==> src/rtl/iir_sched_pkg.sv <==
// Shared types and helpers for the IIR channel scheduler.
//   sched_state_e : scheduler FSM states
//   midscale()    : offset-binary zero level for a given sample width
//   ch_w()        : channel index width for a given channel count (at least 1)
package iir_sched_pkg;

  typedef enum logic [1:0] {
    StIdle  = 2'd0,
    StIssue = 2'd1,
    StWait  = 2'd2,
    StDone  = 2'd3
  } sched_state_e;

  function automatic int unsigned midscale(int unsigned bitsize);
    return 32'd1 << (bitsize - 32'd1);
  endfunction

  function automatic int unsigned ch_w(int unsigned num_ch);
    return (num_ch < 32'd2) ? 32'd1 : 32'($clog2(num_ch));
  endfunction

endpackage

==> src/rtl/iir_channel_scheduler_if.sv <==
// Bundle of every non-clock/reset signal of the IIR channel scheduler.
//   master : scheduler side (drives core start/select/data, result and status outputs)
//   slave  : environment side (ADC front-end, IIR core, downstream consumer)
// Signals:
//   EN, SMP_STRB, SMP_DATA, ERR_CLR          - front-end / control inputs
//   IIR_START, IIR_CH_SEL, IIR_DIN           - request to the shared core
//   IIR_DOUT, IIR_VALID                      - response from the core
//   DATA_OUT, CH_OUT, DATA_VALID             - tagged filtered result
//   OVERRUN, TIMEOUT_ERR, BUSY               - status
interface iir_channel_scheduler_if #(
  parameter int unsigned NUM_CH  = 4,
  parameter int unsigned BITSIZE = 16
);
  localparam int unsigned CH_W = iir_sched_pkg::ch_w(NUM_CH);

  logic                      EN;
  logic [NUM_CH-1:0]         SMP_STRB;
  logic [NUM_CH*BITSIZE-1:0] SMP_DATA;
  logic                      IIR_START;
  logic [CH_W-1:0]           IIR_CH_SEL;
  logic [BITSIZE-1:0]        IIR_DIN;
  logic [BITSIZE-1:0]        IIR_DOUT;
  logic                      IIR_VALID;
  logic [BITSIZE-1:0]        DATA_OUT;
  logic [CH_W-1:0]           CH_OUT;
  logic                      DATA_VALID;
  logic [NUM_CH-1:0]         OVERRUN;
  logic                      TIMEOUT_ERR;
  logic                      ERR_CLR;
  logic                      BUSY;

  modport master (
    input  EN, SMP_STRB, SMP_DATA, IIR_DOUT, IIR_VALID, ERR_CLR,
    output IIR_START, IIR_CH_SEL, IIR_DIN, DATA_OUT, CH_OUT, DATA_VALID,
           OVERRUN, TIMEOUT_ERR, BUSY
  );

  modport slave (
    output EN, SMP_STRB, SMP_DATA, IIR_DOUT, IIR_VALID, ERR_CLR,
    input  IIR_START, IIR_CH_SEL, IIR_DIN, DATA_OUT, CH_OUT, DATA_VALID,
           OVERRUN, TIMEOUT_ERR, BUSY
  );

endinterface

==> src/rtl/rr_arbiter.sv <==
// Combinational round-robin arbiter.
// Searches req_i starting at ptr_i+1 (wrapping) and grants the first set bit.
//   req_i   : request vector
//   ptr_i   : index of the last granted requester
//   gnt_o   : one-hot grant
//   idx_o   : index of the granted requester
//   valid_o : any request present
module rr_arbiter #(
  parameter int unsigned NumReq = 4,
  parameter int unsigned IdxW   = 2
) (
  input  logic [NumReq-1:0] req_i,
  input  logic [IdxW-1:0]   ptr_i,
  output logic [NumReq-1:0] gnt_o,
  output logic [IdxW-1:0]   idx_o,
  output logic              valid_o
);

  logic            found;
  logic [IdxW-1:0] cand;

  assign valid_o = |req_i;

  always_comb begin
    gnt_o = '0;
    idx_o = '0;
    found = 1'b0;
    cand  = '0;
    // i runs 1..NumReq so the last granted requester is examined last.
    for (int unsigned i = 1; i <= NumReq; i++) begin
      cand = IdxW'((32'(ptr_i) + i) % NumReq);
      if (!found && req_i[cand]) begin
        found       = 1'b1;
        gnt_o[cand] = 1'b1;
        idx_o       = cand;
      end
    end
  end

endmodule

==> src/rtl/iir_channel_scheduler.sv <==
// Time-multiplexes one shared IIR core (per-channel state banks via CH_SEL) across
// NUM_CH ADC channels. Strobed samples are buffered per channel, arbitrated
// round-robin, issued to the core with a one-cycle START, and the core result is
// forwarded tagged with its channel. Flags sticky overrun and core timeout.
// Ports:
//   CLK  : system clock
//   nRST : asynchronous active-low reset
//   bus  : iir_channel_scheduler_if.master (control, core request/response, result, status)
module iir_channel_scheduler
  import iir_sched_pkg::*;
#(
  parameter int unsigned NUM_CH  = 4,
  parameter int unsigned BITSIZE = 16,
  parameter int unsigned TIMEOUT = 64
) (
  input logic                    CLK,
  input logic                    nRST,
  iir_channel_scheduler_if.master bus
);

  localparam int unsigned        CH_W     = ch_w(NUM_CH);
  localparam int unsigned        CNT_W    = $clog2(TIMEOUT);
  localparam logic [BITSIZE-1:0] MIDSCALE = BITSIZE'(midscale(BITSIZE));

  sched_state_e       state_q, state_d;
  logic [CH_W-1:0]    ch_q, ch_d;
  logic [CH_W-1:0]    ptr_q, ptr_d;
  logic [NUM_CH-1:0]  pend_q, pend_d;
  logic [NUM_CH-1:0]  ovr_q, ovr_d;
  logic [BITSIZE-1:0] smp_buf_q [NUM_CH];
  logic [BITSIZE-1:0] smp_buf_d [NUM_CH];
  logic [BITSIZE-1:0] din_q, din_d;
  logic [BITSIZE-1:0] dout_q, dout_d;
  logic [CH_W-1:0]    ch_out_q, ch_out_d;
  logic               tmo_q, tmo_d;
  logic               valid_q;
  logic [CNT_W-1:0]   cnt_q, cnt_d;

  logic [NUM_CH-1:0]  gnt;
  logic [CH_W-1:0]    gnt_idx;
  logic               gnt_valid;
  logic               valid_rise;

  rr_arbiter #(
    .NumReq (NUM_CH),
    .IdxW   (CH_W)
  ) u_arb (
    .req_i   (pend_q),
    .ptr_i   (ptr_q),
    .gnt_o   (gnt),
    .idx_o   (gnt_idx),
    .valid_o (gnt_valid)
  );

  assign valid_rise = bus.IIR_VALID & ~valid_q;

  // Sample capture, pending bits and overrun detection.
  always_comb begin
    pend_d = pend_q;
    ovr_d  = bus.ERR_CLR ? '0 : ovr_q;
    for (int k = 0; k < NUM_CH; k++) begin
      smp_buf_d[k] = smp_buf_q[k];
      if (bus.SMP_STRB[k]) begin
        smp_buf_d[k] = bus.SMP_DATA[k*BITSIZE +: BITSIZE];
        pend_d[k]    = 1'b1;
        // A strobe landing on the consuming ISSUE cycle re-arms pend; not an overrun.
        if (pend_q[k] && !(state_q == StIssue && ch_q == CH_W'(k))) begin
          ovr_d[k] = 1'b1;
        end
      end else if (state_q == StIssue && ch_q == CH_W'(k)) begin
        pend_d[k] = 1'b0;
      end
    end
  end

  // Job FSM.
  always_comb begin
    state_d  = state_q;
    ch_d     = ch_q;
    ptr_d    = ptr_q;
    din_d    = din_q;
    dout_d   = dout_q;
    ch_out_d = ch_out_q;
    cnt_d    = cnt_q;
    tmo_d    = bus.ERR_CLR ? 1'b0 : tmo_q;
    case (state_q)
      StIdle: begin
        if (bus.EN && gnt_valid) begin
          ch_d  = gnt_idx;
          ptr_d = gnt_idx;
          for (int k = 0; k < NUM_CH; k++) begin
            if (gnt[k]) din_d = smp_buf_q[k];
          end
          state_d = StIssue;
        end
      end
      StIssue: begin
        cnt_d   = '0;
        state_d = StWait;
      end
      StWait: begin
        if (valid_rise) begin
          dout_d   = bus.IIR_DOUT;
          ch_out_d = ch_q;
          state_d  = StDone;
        end else begin
          cnt_d = cnt_q + 1'b1;
          // Give up once the counter reaches TIMEOUT-1; the late result is dropped.
          if (cnt_d == CNT_W'(TIMEOUT - 1)) begin
            tmo_d   = 1'b1;
            state_d = StIdle;
          end
        end
      end
      StDone: begin
        state_d = StIdle;
      end
      default: begin
        state_d = StIdle;
      end
    endcase
  end

  always_ff @(posedge CLK or negedge nRST) begin
    if (!nRST) begin
      state_q  <= StIdle;
      ch_q     <= '0;
      ptr_q    <= CH_W'(NUM_CH - 1);
      pend_q   <= '0;
      ovr_q    <= '0;
      din_q    <= MIDSCALE;
      dout_q   <= MIDSCALE;
      ch_out_q <= '0;
      tmo_q    <= 1'b0;
      valid_q  <= 1'b0;
      cnt_q    <= '0;
      for (int k = 0; k < NUM_CH; k++) begin
        smp_buf_q[k] <= MIDSCALE;
      end
    end else begin
      state_q  <= state_d;
      ch_q     <= ch_d;
      ptr_q    <= ptr_d;
      pend_q   <= pend_d;
      ovr_q    <= ovr_d;
      din_q    <= din_d;
      dout_q   <= dout_d;
      ch_out_q <= ch_out_d;
      tmo_q    <= tmo_d;
      valid_q  <= bus.IIR_VALID;
      cnt_q    <= cnt_d;
      for (int k = 0; k < NUM_CH; k++) begin
        smp_buf_q[k] <= smp_buf_d[k];
      end
    end
  end

  assign bus.IIR_START   = (state_q == StIssue);
  assign bus.IIR_CH_SEL  = ch_q;
  assign bus.IIR_DIN     = din_q;
  assign bus.DATA_OUT    = dout_q;
  assign bus.CH_OUT      = ch_out_q;
  assign bus.DATA_VALID  = (state_q == StDone);
  assign bus.OVERRUN     = ovr_q;
  assign bus.TIMEOUT_ERR = tmo_q;
  assign bus.BUSY        = (state_q != StIdle);

endmodule
==> src/flat_wrapper.sv <==
// flat-port wrapper written by rule: the top's interface ports become plain ports
module iir_channel_scheduler_flat import iir_sched_pkg::*;
#(
  parameter int unsigned NUM_CH  = 4,
  parameter int unsigned BITSIZE = 16,
  parameter int unsigned TIMEOUT = 64
)
  (CLK, nRST, bus_EN, bus_SMP_STRB, bus_SMP_DATA, bus_IIR_DOUT, bus_IIR_VALID, bus_ERR_CLR, bus_IIR_START, bus_IIR_CH_SEL, bus_IIR_DIN, bus_DATA_OUT, bus_CH_OUT, bus_DATA_VALID, bus_OVERRUN, bus_TIMEOUT_ERR, bus_BUSY);
  iir_channel_scheduler_if #(.NUM_CH(NUM_CH), .BITSIZE(BITSIZE)) bus_i ();
  input logic CLK;
  input logic nRST;
  input wire logic [$bits(bus_i.EN)-1:0] bus_EN;
  input wire logic [$bits(bus_i.SMP_STRB)-1:0] bus_SMP_STRB;
  input wire logic [$bits(bus_i.SMP_DATA)-1:0] bus_SMP_DATA;
  input wire logic [$bits(bus_i.IIR_DOUT)-1:0] bus_IIR_DOUT;
  input wire logic [$bits(bus_i.IIR_VALID)-1:0] bus_IIR_VALID;
  input wire logic [$bits(bus_i.ERR_CLR)-1:0] bus_ERR_CLR;
  output wire logic [$bits(bus_i.IIR_START)-1:0] bus_IIR_START;
  output wire logic [$bits(bus_i.IIR_CH_SEL)-1:0] bus_IIR_CH_SEL;
  output wire logic [$bits(bus_i.IIR_DIN)-1:0] bus_IIR_DIN;
  output wire logic [$bits(bus_i.DATA_OUT)-1:0] bus_DATA_OUT;
  output wire logic [$bits(bus_i.CH_OUT)-1:0] bus_CH_OUT;
  output wire logic [$bits(bus_i.DATA_VALID)-1:0] bus_DATA_VALID;
  output wire logic [$bits(bus_i.OVERRUN)-1:0] bus_OVERRUN;
  output wire logic [$bits(bus_i.TIMEOUT_ERR)-1:0] bus_TIMEOUT_ERR;
  output wire logic [$bits(bus_i.BUSY)-1:0] bus_BUSY;
  assign bus_i.EN = bus_EN;
  assign bus_i.SMP_STRB = bus_SMP_STRB;
  assign bus_i.SMP_DATA = bus_SMP_DATA;
  assign bus_i.IIR_DOUT = bus_IIR_DOUT;
  assign bus_i.IIR_VALID = bus_IIR_VALID;
  assign bus_i.ERR_CLR = bus_ERR_CLR;
  assign bus_IIR_START = bus_i.IIR_START;
  assign bus_IIR_CH_SEL = bus_i.IIR_CH_SEL;
  assign bus_IIR_DIN = bus_i.IIR_DIN;
  assign bus_DATA_OUT = bus_i.DATA_OUT;
  assign bus_CH_OUT = bus_i.CH_OUT;
  assign bus_DATA_VALID = bus_i.DATA_VALID;
  assign bus_OVERRUN = bus_i.OVERRUN;
  assign bus_TIMEOUT_ERR = bus_i.TIMEOUT_ERR;
  assign bus_BUSY = bus_i.BUSY;
  iir_channel_scheduler #(.NUM_CH(NUM_CH), .BITSIZE(BITSIZE), .TIMEOUT(TIMEOUT)) u_core (.CLK(CLK), .nRST(nRST), .bus(bus_i));
endmodule
==> config.mk <==
export PLATFORM = sky130hd
export DESIGN_NAME = iir_channel_scheduler_flat
export DESIGN_NICKNAME = d
export VERILOG_FILES = /design/src/rtl/iir_sched_pkg.sv /design/src/rtl/iir_channel_scheduler_if.sv /design/src/rtl/rr_arbiter.sv /design/src/rtl/iir_channel_scheduler.sv /design/src/flat_wrapper.sv
export SDC_FILE = /design/constraint.sdc
export NUM_CORES = 1
export LEC_CHECK = 0
export ABC_CLOCK_PERIOD_IN_PS = 3590
export CAP_MARGIN = 10
export CORE_MARGIN = 4
export CORE_UTILIZATION = 40
export CTS_BUF_LIST = sky130_fd_sc_hd__clkbuf_2 sky130_fd_sc_hd__clkbuf_4 sky130_fd_sc_hd__clkbuf_8
export DETAILED_ROUTE_END_ITERATION = 12
export PLACE_DENSITY = 0.66
export SLEW_MARGIN = 20
export SYNTH_ARGS = -nofsm -noshare
export SYNTH_HDL_FRONTEND = slang
export SYNTH_SLANG_ARGS = --single-unit
==> constraint.sdc <==
create_clock -name CLK -period 3.59 [get_ports CLK]
set_input_delay 0.718 -clock CLK [delete_from_list [all_inputs] [get_ports CLK]]
set_output_delay 0.718 -clock CLK [all_outputs]
set_load 0.02 [all_outputs]
* After elaboration in Yosys (flattened, before gate mapping)
Cells that the tools add are included.
Word-level totals: flip-flop bits (word level) 120, bits of input ports 89, output and inout bits 44
Operators by class: add/sub/neg operators 5, order comparisons 8, eq/ne operators 10, muxes and demuxes 58, bitwise operators 5, reductions and logical operators 38
Operators with widths (number):
- two-way mux 16 bit | 4
- two-way mux 1 bit | 31
- two-way mux 4 bit | 5
- logical AND 1 bit | 16
- two-way mux 2 bit | 7
- < comparator 2 x 3 -> 1 bit (second input constant) | 4
- bitwise OR 4 bit | 3
- case mux 6 bit (2 select lines) | 1
- nonzero test 2 bit | 6
- binary-select mux 1 bit (select 2 bit) | 4
- demux 1 bit (select 2 bit) | 4
- == test 2 bit (second input constant) | 4
- >= comparator 2 x 1 -> 1 bit (second input constant) | 4
- case mux 2 bit (4 select lines) | 1
- AND reduction 2 bit | 4
- zero test 1 bit | 7
- adder 6 x 1 -> 6 bit (second input constant) | 1
- == test 6 bit (second input constant) | 1
- two-way mux 6 bit | 1
- adder 2 x 1 -> 2 bit (second input constant) | 2
- adder 2 bit (second input constant) | 2
- == test 2 x 1 -> 1 bit (second input constant) | 2
- zero test 2 bit | 2
- nonzero test 4 bit | 1
- 7 further kinds | 7

* Depth between registers and ports, before layout
Gate-level depths: netlist of the first run.
word-level depth 17, depth in mapped cells 13, gate-level depth less buffers 8

* Hierarchy
A second synthesis of the first run with hierarchy kept.
Unflattened totals: cell total of the unflattened synthesis 451, area total of the unflattened synthesis 5780.5 um^2
By module, submodules not included:
- iir_channel_scheduler | instances 1, cells an instance 381, area an instance 5240.0 um^2
- rr_arbiter | instances 1, cells an instance 70, area an instance 540.5 um^2

* Least setup slack after synthesis of the first run
OpenSTA, ideal clock, no wires.
path type register -> register, start point register u_core.ptr_q[0], end point register u_core.din_q[10], in the netlist u_core.bus.IIR_DIN[10], setup time 0.086 ns, arrival time 3.456 ns, data required time 3.504 ns, setup slack 0.048 ns, stages on the path, launching flop included 14, path buffers 5, path through dfstp_2 > buf_6 > buf_2 > inv_1 > ha_1 > and3b_1 > nor3_1 > nor4b_2 > or3_1 > buf_6 > or4_4 > buf_6 > buf_12 > a32oi_2
Between the ends: cells in the longest elaborated chain, start to end 16
RTL lines:
- start, declared | line iir_channel_scheduler.sv:27 | logic [CH_W-1:0] ptr_q, ptr_d;
- start signal, assigned | line iir_channel_scheduler.sv:128 | ptr_q <= CH_W'(NUM_CH - 1);
- start signal, assigned | line iir_channel_scheduler.sv:143 | ptr_q <= ptr_d;
- parallel branches: the longest is 12 deep, another holds < comparator 2 x 3 -> 1 bit
- two-way mux 4 bit * | line rr_arbiter.sv:32 | if (!found && req_i[cand]) begin
- two-way mux 16 bit (3 in a row) | line iir_channel_scheduler.sv:92 | if (gnt[k]) din_d = smp_buf_q[k];
- end signal, assigned | line iir_channel_scheduler.sv:146 | din_q <= din_d;
- end, declared | line iir_channel_scheduler.sv:32 | logic [BITSIZE-1:0] din_q, din_d;
Mark *: on every way between the ends. The select of a mux whose other input is x is not followed. A chain may end at the register's enable or synchronous reset.

* Final worst setup path of the first run
start point register u_core.ptr_q[1], end point register u_core.din_q[12], in the netlist u_core.bus.IIR_DIN[12]
The elaborated chain is that of the path after synthesis.

==> reports/metrics.yaml, run 1 <==
timing_worst_setup_path_type: "flip-flop to flip-flop"
antenna_left: 0
dieHeight_um: 130
synth.yosys.warnings: 0
synthToLayoutAreaGrowth_pct: 33.5
diodes: 0
place.gp.congestion: 0.869
post-synth-top-area-cell: "sky130_fd_sc_hd__dfrtp_1"
ys_top_cells_by_area: "sky130_fd_sc_hd__dfrtp_1 (47%), sky130_fd_sc_hd__mux2_2 (9.6%), sky130_fd_sc_hd__inv_1 (4.1%), sky130_fd_sc_hd__o21ai_0 (3.8%), sky130_fd_sc_hd__dfstp_2 (3.5%)"
fp.dieW_um: 130
dr_total_vias: 4807
drive_gt1_share_pct: 19.6
clock.fmax_mhz: 295
clock_h_tree_levels: 4
regToRegSetupSlack_ns: 0.20
clock_power_share_pct: 23.1
number_of_antenna_violations_at_the_first_check_in_global_routing: 0
final_net_count: 789
yosys_most_used_dff: "sky130_fd_sc_hd__dfrtp_1"
synth_area_sq_um: 5990
yosysTopAreaCellShare_pct: 46.8
hpwlAfterDp_um: 12000
cts_tree: "done"
timing.critical_path.fanout_max: 16
hold_viol_final: 0
yosys.cell_types.count: 53
number_of_search_and_repair_iterations_in_the_first_detailed_routing_pass: 5
cts_num_sinks: 120
fp.dieArea_sq_um: 17000
timing.critical_path.required_ns: 3.88
min_period_ns: 3.39
unrepaired_setup_endpoints_after_global_routing: "no"
post-place-cells: 853
synth_async_sr_flop_share_pct: 100
relSlewSlack_pct: 34.4
grt_pass1_wl_um: 26000
synth_edf_count: 0
net_switching_share_of_the_total_power_pct: 37.5
setup_viol_count_final: 0
via_count_of_the_first_global_routing_pass: 4903
grt_start_max_net_pins: 63
cp.arrival_ns: 3.68
status: "complete, no violations"
layout_worst_path_cycle_share_pct: 94.3
detail_route.iter0.violations: 305
fin_tns_setup_ns: 0
buffer_ports.inserted: 132
timing.clock.skew_ns: 0.00918
drc: 0
synth_cells: 561
pins_over_their_slew_limit: 0
via_per_inst: 5.42
synth_nets: 660
hold_path_class: "primary input to asynchronous set/reset pin"
power_density_nw_per_um2: 761
pin_count: 133
cts.clk_slew.worst_paths_ns: 0.07
seq_power_share_pct: 32.8
worstSetupStartpointType: "flip-flop"
grt.total_usage_pct: 19.8
synth-seq-cells: 120
mapped_avg_cell_area_sq_um: 10.7
placementRows: 44
p_switching_mw: 2.28
core_area_sq_um: 14600
tritoncts.num_buffers: 17
power.internal_mw: 3.80
start_util_pct: 41.0
clk_root_buffer_cell: "sky130_fd_sc_hd__clkbuf_8"
leakage_power_nw: 3.46
clk_latency_ns: 0.44
synth_seq_area_share_pct: 50.3
tightestPinTransition_ns: 0.981
timing.max_cap.violations: 0
max_root_sink_buffers: 2
ir_worst_vdd_mv: 0.517
avgRoutedWirePerCell_um: 18.3
fin_cells: 887
drt-total-wl_um: 16300
worstSetupEndpointType: "flip-flop"
pwr-share-comb_pct: 44.1
globalRouteOverflowTotal: 0
post-synth-top-count-cell: "sky130_fd_sc_hd__dfrtp_1"
synth.top_cells.by_count: "sky130_fd_sc_hd__dfrtp_1 (112), sky130_fd_sc_hd__inv_1 (65), sky130_fd_sc_hd__mux2_2 (51), sky130_fd_sc_hd__nand2_1 (48), sky130_fd_sc_hd__o21ai_0 (45)"
flip-flops by register name, indices dropped and copies added, names as in the netlist:
signal                  count
u_core.bus.CH_OUT           2
u_core.bus.DATA_OUT        16
u_core.bus.IIR_CH_SEL       2
u_core.bus.IIR_DIN         16
u_core.bus.OVERRUN          4
u_core.bus.TIMEOUT_ERR      1
u_core.cnt_q                6
u_core.pend_q               4
u_core.ptr_q                2
u_core.smp_buf_q           64
u_core.state_q              2
u_core.valid_q              1
layer usage:
layer  vias to the layer above  GRT usage (%)  wire [um]
li1                       2279              -          -
met1                      2328           27.3       7220
met2                       178           29.3       7270
met3                        22           6.84       1450
met4                         0           6.84        328
met5                         -              0          0
power groups by stage:
stage	logic [mW]	registers (mW)	clock network (mW)
2_1_floorplan	1.50	2.17	0
3_3_place_gp	2.60	2.00	0
3_5_place_dp	2.66	2.01	0
4_1_cts	2.68	1.99	1.44
5_1_grt	2.91	2.03	1.50
6_report	2.68	1.99	1.41
metrics by stage:
stage	setup WS, ns	util [%]	power, mW	cell area, sq um	hold WS (ns)
after floorplan	0.0480	-	3.67	5990	0.422
after global placement	0.252	51.5	4.60	7510	0.469
after detailed placement	0.113	51.5	4.67	7510	0.477
after CTS	0.115	54.6	6.11	7970	0.365
after global routing	0.0145	54.8	6.44	7990	0.391
final	0.203	54.8	6.08	7990	0.343
worst max-delay path: stages, from the launching register on:
cell,delay [ns]
sky130_fd_sc_hd__dfstp_2,0.64
sky130_fd_sc_hd__inv_1,0.15
sky130_fd_sc_hd__ha_2,0.43
sky130_fd_sc_hd__mux4_2,0.39
sky130_fd_sc_hd__nand2_2,0.10
sky130_fd_sc_hd__o31ai_2,0.07
sky130_fd_sc_hd__or3_1,0.49
sky130_fd_sc_hd__buf_4,0.24
sky130_fd_sc_hd__o41ai_4,0.34
sky130_fd_sc_hd__buf_4,0.30
sky130_fd_sc_hd__a32oi_2,0.09
cell usage in the layout (no fill, tap or decap), types with 11 or more instances in the layout:
master,Yosys,routed
sky130_fd_sc_hd__dfrtp_1,112,112
sky130_fd_sc_hd__a21oi_1,19,18
sky130_fd_sc_hd__inv_1,65,65
sky130_fd_sc_hd__clkbuf_8,0,18
sky130_fd_sc_hd__o31ai_1,20,20
sky130_fd_sc_hd__clkdlybuf4s50_1,0,131
sky130_fd_sc_hd__buf_4,0,19
sky130_fd_sc_hd__o21ai_0,45,45
sky130_fd_sc_hd__nor4_1,17,17
sky130_fd_sc_hd__o31a_1,16,16
sky130_fd_sc_hd__nor2_1,11,11
sky130_fd_sc_hd__mux2_2,51,51
sky130_fd_sc_hd__nand2_1,48,48
cell families after synthesis:
group	Yosys count	synth area share, %
adders and majority gates	10	2.09
buffers and inverters	107	7.44
DFF	120	50.3
xor gates and xnor gates	3	0.439
and+or+nand+nor	113	9.70
AOI/OAI and AO/OA	153	19.3
muxes	55	10.7
layout make-up:
cell class / instances / area, sq um
sequential: 120 / 3010
multi-input combinational: 334 / 2550
clock inverter: 12 / 198
timing repair buffer: 152 / 1490
clock buffer: 20 / 263
tap: 184 / 230
inverter: 65 / 244
fill: 1240 / 6600
worst paths after layout:
kind	startpoint	endpoint	cells past startpoint
max	u_core.ptr_q[1]	u_core.bus.IIR_DIN[12]	10
min reg2reg	u_core.state_q[0]	u_core.state_q[0]	1
max in group asynchronous	nRST	u_core.smp_buf_q[63]	2
min in group CLK	u_core.state_q[0]	u_core.state_q[0]	1
max reg2reg	u_core.ptr_q[1]	u_core.bus.IIR_DIN[12]	10
min	nRST	u_core.pend_q[0]	1
repair_timing:
item	4_1_cts	5_1_grt
buffers inserted	0	2
hold buffers	0	0
hold endpoints to repair	0	0
gates resized for setup	0	1
setup endpoints to repair	0	16
No activity file was read; power rests on OpenSTA's default activity.
==> inputs of run 2 (changes only) <==
--- a/config.mk
+++ b/config.mk
@@ -7,11 +7,13 @@
 export LEC_CHECK = 0
 export ABC_CLOCK_PERIOD_IN_PS = 3590
 export CAP_MARGIN = 10
+export CELL_PAD_IN_SITES_DETAIL_PLACEMENT = 0
+export CELL_PAD_IN_SITES_GLOBAL_PLACEMENT = 1
 export CORE_MARGIN = 4
-export CORE_UTILIZATION = 40
+export CORE_UTILIZATION = 37
 export CTS_BUF_LIST = sky130_fd_sc_hd__clkbuf_2 sky130_fd_sc_hd__clkbuf_4 sky130_fd_sc_hd__clkbuf_8
 export DETAILED_ROUTE_END_ITERATION = 12
-export PLACE_DENSITY = 0.66
+export PLACE_DENSITY_LB_ADDON = 0.1
 export SLEW_MARGIN = 20
 export SYNTH_ARGS = -nofsm -noshare
 export SYNTH_HDL_FRONTEND = slang
==> run 2 against run 1 <==
Sequential power hardly changed. Non-clock buffer count increased by 1. Critical path depth decreased by 1. Clock skew rose by 0.0050 ns. Maximum frequency down 2.4%. Cell count increased by 3.7%. Sequential share of layout area down 0.088 points. Die area rose by 7.6%. Hold slack improved by 0.016 ns. Clock power shrank 3%. Critical path type unchanged. Largest cell class unchanged. Largest power group unchanged. Highest routed layer unchanged.
==> reports/metrics.yaml, run 2 (synthesized netlist as in run 1, its figures left out) <==
fin_cells: 920  # was 887
post-place-cells: 885  # was 853
core_area_sq_um: 15900  # was 14600 sq um
layout.cells.most_common_list: "sky130_fd_sc_hd__clkdlybuf4s50_1 (131), sky130_fd_sc_hd__dfrtp_1 (112), sky130_fd_sc_hd__inv_1 (65)"  # unchanged
setup_viol_count_final: 0  # unchanged
tritoncts.num_buffers: 17  # unchanged
cp.arrival_ns: 3.76  # was 3.68 ns
detail_route.iter0.violations: 386  # was 305
final_net_count: 790  # was 789
number_of_antenna_violations_at_the_first_check_in_global_routing: 0  # unchanged
timing.critical_path.fanout_max: 10  # was 16
power_density_nw_per_um2: 757  # was 761 nW/um^2
status: "complete, no violations"  # unchanged
dr_total_vias: 4783  # was 4807
avgRoutedWirePerCell_um: 18.3  # about the same
fp.dieW_um: 135  # was 130 um
critical_path.reg2reg.startpoint: "u_core.ptr_q[1]"  # unchanged
ir_worst_vdd_mv: 0.361  # was 0.517 mV
timing_worst_setup_path_type: "flip-flop to flip-flop"  # unchanged
clk_latency_ns: 0.44  # about the same
most_common_cell_after_layout_fill_and_taps_aside: "sky130_fd_sc_hd__clkdlybuf4s50_1"  # unchanged
grt.total_usage_pct: 19.0  # was 19.8%
max_stage_delay_ns: 0.64  # about the same
placementRows: 46  # was 44
critical-path-slowest-cell: "sky130_fd_sc_hd__dfstp_2"  # unchanged
seq_power_share_pct: 32.8  # about the same
grt_pass1_wl_um: 26900  # was 26000 um
cts_num_sinks: 120  # unchanged
pin_count: 133  # unchanged
clock.fmax_mhz: 288  # was 295 MHz
clk_root_buffer_cell: "sky130_fd_sc_hd__clkbuf_8"  # unchanged
hold_path_class: "primary input to asynchronous set/reset pin"  # unchanged
fin_tns_setup_ns: 0  # unchanged
regToRegSetupSlack_ns: 0.12  # was 0.20 ns
net_switching_share_of_the_total_power_pct: 37.8  # was 37.5%
drive_gt1_share_pct: 19.7  # was 19.6%
via_per_inst: 5.20  # was 5.42
cts.clk_slew.worst_paths_ns: 0.08  # was 0.07 ns
min_period_ns: 3.47  # was 3.39 ns
timing.max_cap.violations: 0  # unchanged
relSlewSlack_pct: 37.3  # was 34.4%
pwr-share-comb_pct: 44.6  # was 44.1%
timing.critical_path.required_ns: 3.88  # about the same
place.gp.congestion: 0.857  # was 0.869
unrepaired_setup_endpoints_after_global_routing: "no"  # unchanged
leakage_power_nw: 3.46  # about the same
start_util_pct: 37.7  # was 41.0%
fp.dieArea_sq_um: 18300  # was 17000 sq um
layout_worst_path_cycle_share_pct: 96.6  # was 94.3%
cts_tree: "done"  # unchanged
pins_over_their_slew_limit: 0  # unchanged
drc: 0  # unchanged
globalRouteOverflowTotal: 0  # unchanged
hpwlAfterDp_um: 12300  # was 12000 um
clock_power_share_pct: 22.6  # was 23.1%
timing.clock.skew_ns: 0.0142  # was 0.00918 ns
worstRegToRegCells: 9  # was 10
tightestPinTransition_ns: 0.937  # was 0.981 ns
worstSetupEndpointType: "flip-flop"  # unchanged
number_of_search_and_repair_iterations_in_the_first_detailed_routing_pass: 5  # unchanged
worst_r2r_endpoint: "u_core.bus.IIR_DIN[7]"  # was u_core.bus.IIR_DIN[12]
grt_start_max_net_pins: 64  # was 63
dp_slack_ns: 0.113  # about the same
diodes: 0  # unchanged
drt-total-wl_um: 16800  # was 16300 um
power.internal_mw: 3.77  # was 3.80 mW
largest_reg_flops: 64  # unchanged
antenna_left: 0  # unchanged
p_switching_mw: 2.29  # was 2.28 mW
via_count_of_the_first_global_routing_pass: 4969  # was 4903
critical_path.cell_chain: "inv_1, ha_2, mux4_2, nand2_2, o31ai_2, or3_1, buf_4, o311ai_0, a32oi_2"  # was inv_1, ha_2, mux4_2, nand2_2, o31ai_2, or3_1, buf_4, o41ai_4, buf_4, a32oi_2
clock_h_tree_levels: 4  # unchanged
worstSetupStartpointType: "flip-flop"  # unchanged
synthToLayoutAreaGrowth_pct: 33.8  # was 33.5%
hold_viol_final: 0  # unchanged
max_root_sink_buffers: 2  # unchanged
buffer_ports.inserted: 132  # unchanged
max_flop_register: "u_core.smp_buf_q"  # unchanged
timing.final.ws_setup_ns: 0.121  # was 0.203 ns
dieHeight_um: 135  # was 130 um
-- run 2: changes by cell type in the layout (fill, tap and decap cells not counted), sizes merged --
cell	change
bufinv	-1
clkbuf	+3
clkinvlp	-2
buf	+1
-- run 2: cell type report --
class                      count  area [sq um]
timing repair buffer         153          1490
tap                          216           270
clock buffer                  23           292
inverter                      65           244
fill                        1475          7880
sequential                   120          3010
clock inverter                 9           149
multi-input combinational    334          2550
-- run 2: worst max-delay path by stage --
stage / start / endpoint / slack [ns] / cells after the start
2_1_floorplan: u_core.ptr_q[0] / u_core.bus.IIR_DIN[10] / 0.05 / 13
5_1_grt: u_core.ptr_q[1] / u_core.bus.IIR_DIN[2] / 0.02 / 10
4_1_cts: u_core.ptr_q[1] / u_core.bus.IIR_DIN[2] / 0.09 / 10
3_3_place_gp: u_core.ptr_q[1] / u_core.bus.IIR_DIN[3] / 0.22 / 10
6_report: u_core.ptr_q[1] / u_core.bus.IIR_DIN[7] / 0.12 / 9
3_5_place_dp: u_core.ptr_q[1] / u_core.bus.IIR_DIN[2] / 0.11 / 10
-- run 2: what timing repair did --
item	in CTS	in global routing
setup buffers	0	3
endpoints found under the setup margin	0	16
resized for setup	0	2
hold buffers	0	0
-- run 2: per-stage QoR --
stage,utilization (%),instance area (sq um),hold slack (ns),total power [mW]
2_1_floorplan,-,5990,0.422,3.67
3_3_place_gp,47.5,7540,0.471,4.64
3_5_place_dp,47.5,7540,0.468,4.69
4_1_cts,50.2,7980,0.358,6.10
5_1_grt,50.4,8010,0.395,6.44
6_report,50.4,8010,0.359,6.07
-- run 2: power groups by stage --
stage	clock network [mW]	registers [mW]	logic, mW
global route	1.48	2.04	2.92
detailed placement	0	2.01	2.68
global placement	0	2.01	2.63
CTS	1.41	2.00	2.69
floorplan	0	2.17	1.50
finish	1.37	1.99	2.71
-- run 2: layer usage --
layer	up-vias	track usage (%)	part of all wire [%]
met3	17	6.84	8.0
li1	2277	-	-
met5	-	0	0
met4	0	6.72	1.6
met2	157	28.3	46
met1	2332	25.6	45
-- run 2: critical path: cells and delay by family, from the launching register on --
family	cells	cell delay [ns]
AND/OR/NAND/NOR	2	0.62
AO/OA/AOI/OAI	3	0.83
multiplexers	1	0.40
adder cells (fa/ha/maj)	1	0.43
flip-flops	1	0.64
buffers and inverters	2	0.39
==> inputs of run 3 (changes only) <==
--- a/config.mk
+++ b/config.mk
@@ -13,7 +13,7 @@
 export CORE_UTILIZATION = 37
 export CTS_BUF_LIST = sky130_fd_sc_hd__clkbuf_2 sky130_fd_sc_hd__clkbuf_4 sky130_fd_sc_hd__clkbuf_8
 export DETAILED_ROUTE_END_ITERATION = 12
-export PLACE_DENSITY_LB_ADDON = 0.1
+export PLACE_DENSITY = 0.89
 export SLEW_MARGIN = 20
 export SYNTH_ARGS = -nofsm -noshare
 export SYNTH_HDL_FRONTEND = slang
==> run 3 against run 2 <==
Via count fell by 0.75%. Largest cell class unchanged. Clock power barely moved. Design area fell by 0.31%. Combinational power fell by 3%. Flip-flop and latch count did not move. Clock skew fell by 0.0015 ns. First-iteration DRC count fell by 32%. Core utilization fell by 0.16 points. Critical path type unchanged.
==> reports/metrics.yaml, run 3 (synthesized netlist as in run 1, its figures left out) <==
leakage_power_nw: 3.42  # was 3.46 nW
number_of_antenna_violations_at_the_first_check_in_global_routing: 0  # unchanged
detailed_place.area_sq_um: 7540  # about the same
largest_reg_flops: 64  # unchanged
pins_over_their_slew_limit: 0  # unchanged
worstSetupStartpointType: "flip-flop"  # unchanged
nFillCells: 1444  # was 1475
critical_path.reg2reg.startpoint: "u_core.ptr_q[1]"  # unchanged
clock_h_tree_levels: 4  # unchanged
antenna_left: 0  # unchanged
fin_tns_setup_ns: 0  # unchanged
hold_path_class: "primary input to asynchronous set/reset pin"  # unchanged
min_period_ns: 3.38  # was 3.47 ns
worstRegToRegCells: 8  # was 9
timing.clock.skew_ns: 0.0126  # was 0.0142 ns
synthToLayoutAreaGrowth_pct: 33.4  # was 33.8%
relSlewSlack_pct: 40.6  # was 37.3%
worstSetupEndpointType: "flip-flop"  # unchanged
drive_gt1_share_pct: 19.1  # was 19.7%
via_per_inst: 5.18  # was 5.20
pin_count: 133  # unchanged
unrepaired_setup_endpoints_after_global_routing: "no"  # unchanged
timing.max_cap.violations: 0  # unchanged
cts_num_sinks: 120  # unchanged
critical_path.cell_chain: "inv_1, ha_1, mux4_2, nand2_1, o21ai_2, or3_1, or4_4, a32oi_1"  # was inv_1, ha_2, mux4_2, nand2_2, o31ai_2, or3_1, buf_4, o311ai_0, a32oi_2
grt.total_usage_pct: 18.5  # was 19.0%
grt_pass1_wl_um: 26400  # was 26900 um
place.gp.congestion: 0.861  # was 0.857
cp.arrival_ns: 3.74  # was 3.76 ns
via_count_of_the_first_global_routing_pass: 5074  # was 4969
post_cts_hold_buffer_count: 0  # unchanged
most_common_cell_after_layout_fill_and_taps_aside: "sky130_fd_sc_hd__clkdlybuf4s50_1"  # unchanged
detail_route.iter0.violations: 261  # was 386
power.total_mw: 6.00  # was 6.07 mW
clock.fmax_mhz: 296  # was 288 MHz
timing.critical_path.fanout_max: 16  # was 10
fin_cells: 916  # was 920
critical-path-slowest-cell: "sky130_fd_sc_hd__or4_4"  # was sky130_fd_sc_hd__dfstp_2
tightestPinTransition_ns: 0.888  # was 0.937 ns
cts.clk_slew.worst_paths_ns: 0.08  # about the same
regToRegSetupSlack_ns: 0.21  # was 0.12 ns
critical_path.endpoint: "u_core.bus.IIR_DIN[14]"  # was u_core.bus.IIR_DIN[7]
core_area_sq_um: 15900  # unchanged
dr_total_vias: 4747  # was 4783
hpwlAfterDp_um: 11900  # was 12300 um
critical_path_start: "u_core.ptr_q[1]"  # unchanged
post-place-cells: 884  # was 885
fp.dieArea_sq_um: 18300  # unchanged
drc: 0  # unchanged
number_of_search_and_repair_iterations_in_the_first_detailed_routing_pass: 5  # unchanged
ir_worst_vdd_mv: 0.439  # was 0.361 mV
max_root_sink_buffers: 2  # unchanged
clk_root_buffer_cell: "sky130_fd_sc_hd__clkbuf_8"  # unchanged
post-route-cell-area_sq_um: 7980  # was 8010 sq um
diodes: 0  # unchanged
grt_start_max_net_pins: 121  # was 64
final_net_count: 786  # was 790
buffer_ports.inserted: 132  # unchanged
area_occupied_by_multi_input_gates_sq_um: 2550  # about the same
status: "complete, no violations"  # unchanged
timing_worst_setup_path_type: "flip-flop to flip-flop"  # unchanged
start_util_pct: 37.7  # unchanged
dieHeight_um: 135  # unchanged
setup_viol_count_final: 0  # unchanged
drt-total-wl_um: 16200  # was 16800 um
max_stage_delay_ns: 0.68  # was 0.64 ns
layout.cells.most_common_list: "sky130_fd_sc_hd__clkdlybuf4s50_1 (131), sky130_fd_sc_hd__dfrtp_1 (112), sky130_fd_sc_hd__inv_1 (65)"  # unchanged
power_density_nw_per_um2: 752  # was 757 nW/um^2
placementRows: 46  # unchanged
timing.critical_path.required_ns: 3.95  # was 3.88 ns
layout_worst_path_cycle_share_pct: 94.0  # was 96.6%
fp.dieW_um: 135  # unchanged
tritoncts.num_buffers: 17  # unchanged
worst_r2r_endpoint: "u_core.bus.IIR_DIN[14]"  # was u_core.bus.IIR_DIN[7]
max_flop_register: "u_core.smp_buf_q"  # unchanged
globalRouteOverflowTotal: 0  # unchanged
combined_flip_flop_and_latch_cell_area_sq_um: 3010  # unchanged
cts_tree: "done"  # unchanged
clk_latency_ns: 0.45  # was 0.44 ns
hold_viol_final: 0  # unchanged
avgRoutedWirePerCell_um: 17.7  # was 18.3 um
==> run 3: cell count changes in the layout (fill, tap and decap cells not counted), sizes merged <==
cell / delta
inv: +2
clkbuf: -5
buf: -4
clkinvlp: +5
clkinv: -2
==> run 3: what timing repair did <==
action                     CTS  global route
setup endpoints to repair    0             5
gates resized for setup      0             1
setup buffers                0             0
==> run 3: how the worst min path moves through the flow <==
stage,endpoint,startpoint,cells after the start
floorplan,u_core.bus.CH_OUT[0],nRST,0
global placement,u_core.state_q[0],u_core.state_q[0],1
detailed placement,u_core.state_q[0],u_core.state_q[0],1
CTS,u_core.bus.IIR_DIN[3],nRST,2
global route,u_core.smp_buf_q[13],nRST,2
finish,u_core.bus.DATA_OUT[10],nRST,2
==> run 3: power breakdown <==
part           internal, mW  leakage [nW]  switching [mW]
clock                 0.769         0.206           0.589
combinational          1.23          1.82            1.42
sequential             1.71          1.40           0.297
total                  3.70          3.42            2.30
==> run 3: metal layers <==
layer / share of wire, % / up-vias / global-route usage (%) / wire length, um
li1: - / 2270 / - / -
met1: 45 / 2301 / 24.4 / 7250
met2: 45 / 153 / 28.6 / 7330
met3: 8.5 / 23 / 6.43 / 1380
met4: 1.7 / 0 / 6.16 / 277
met5: 0 / - / 0 / 0
==> run 3: cell type report <==
class,instances,share of cell area [%]
flip-flops and latches,120,37.7
multi-input cells,334,31.9
repair buffers,149,18.4
well taps,216,3.39
inverters,65,3.06
clock buffers,18,3.02
clock inverters,14,2.48
==> run 3: stage by stage <==
step | hold WS (ns) | utilization [%] | setup WS (ns)
3_5_place_dp | 0.480 | 47.5 | 0.184
5_1_grt | 0.386 | 50.3 | 0.0231
6_report | 0.347 | 50.3 | 0.214
4_1_cts | 0.375 | 50.3 | 0.151
3_3_place_gp | 0.461 | 47.5 | 0.277
2_1_floorplan | 0.422 | - | 0.0480
==> run 3: worst max-delay path: cells and delay by family (launching register included) <==
family | cells | cell delay (ns)
AO/OA/AOI/OAI | 2 | 0.32
adder cells (fa/ha/maj) | 1 | 0.45
buffers and inverters | 1 | 0.16
flip-flops | 1 | 0.65
multiplexers | 1 | 0.45
AND/OR/NAND/NOR | 3 | 1.25
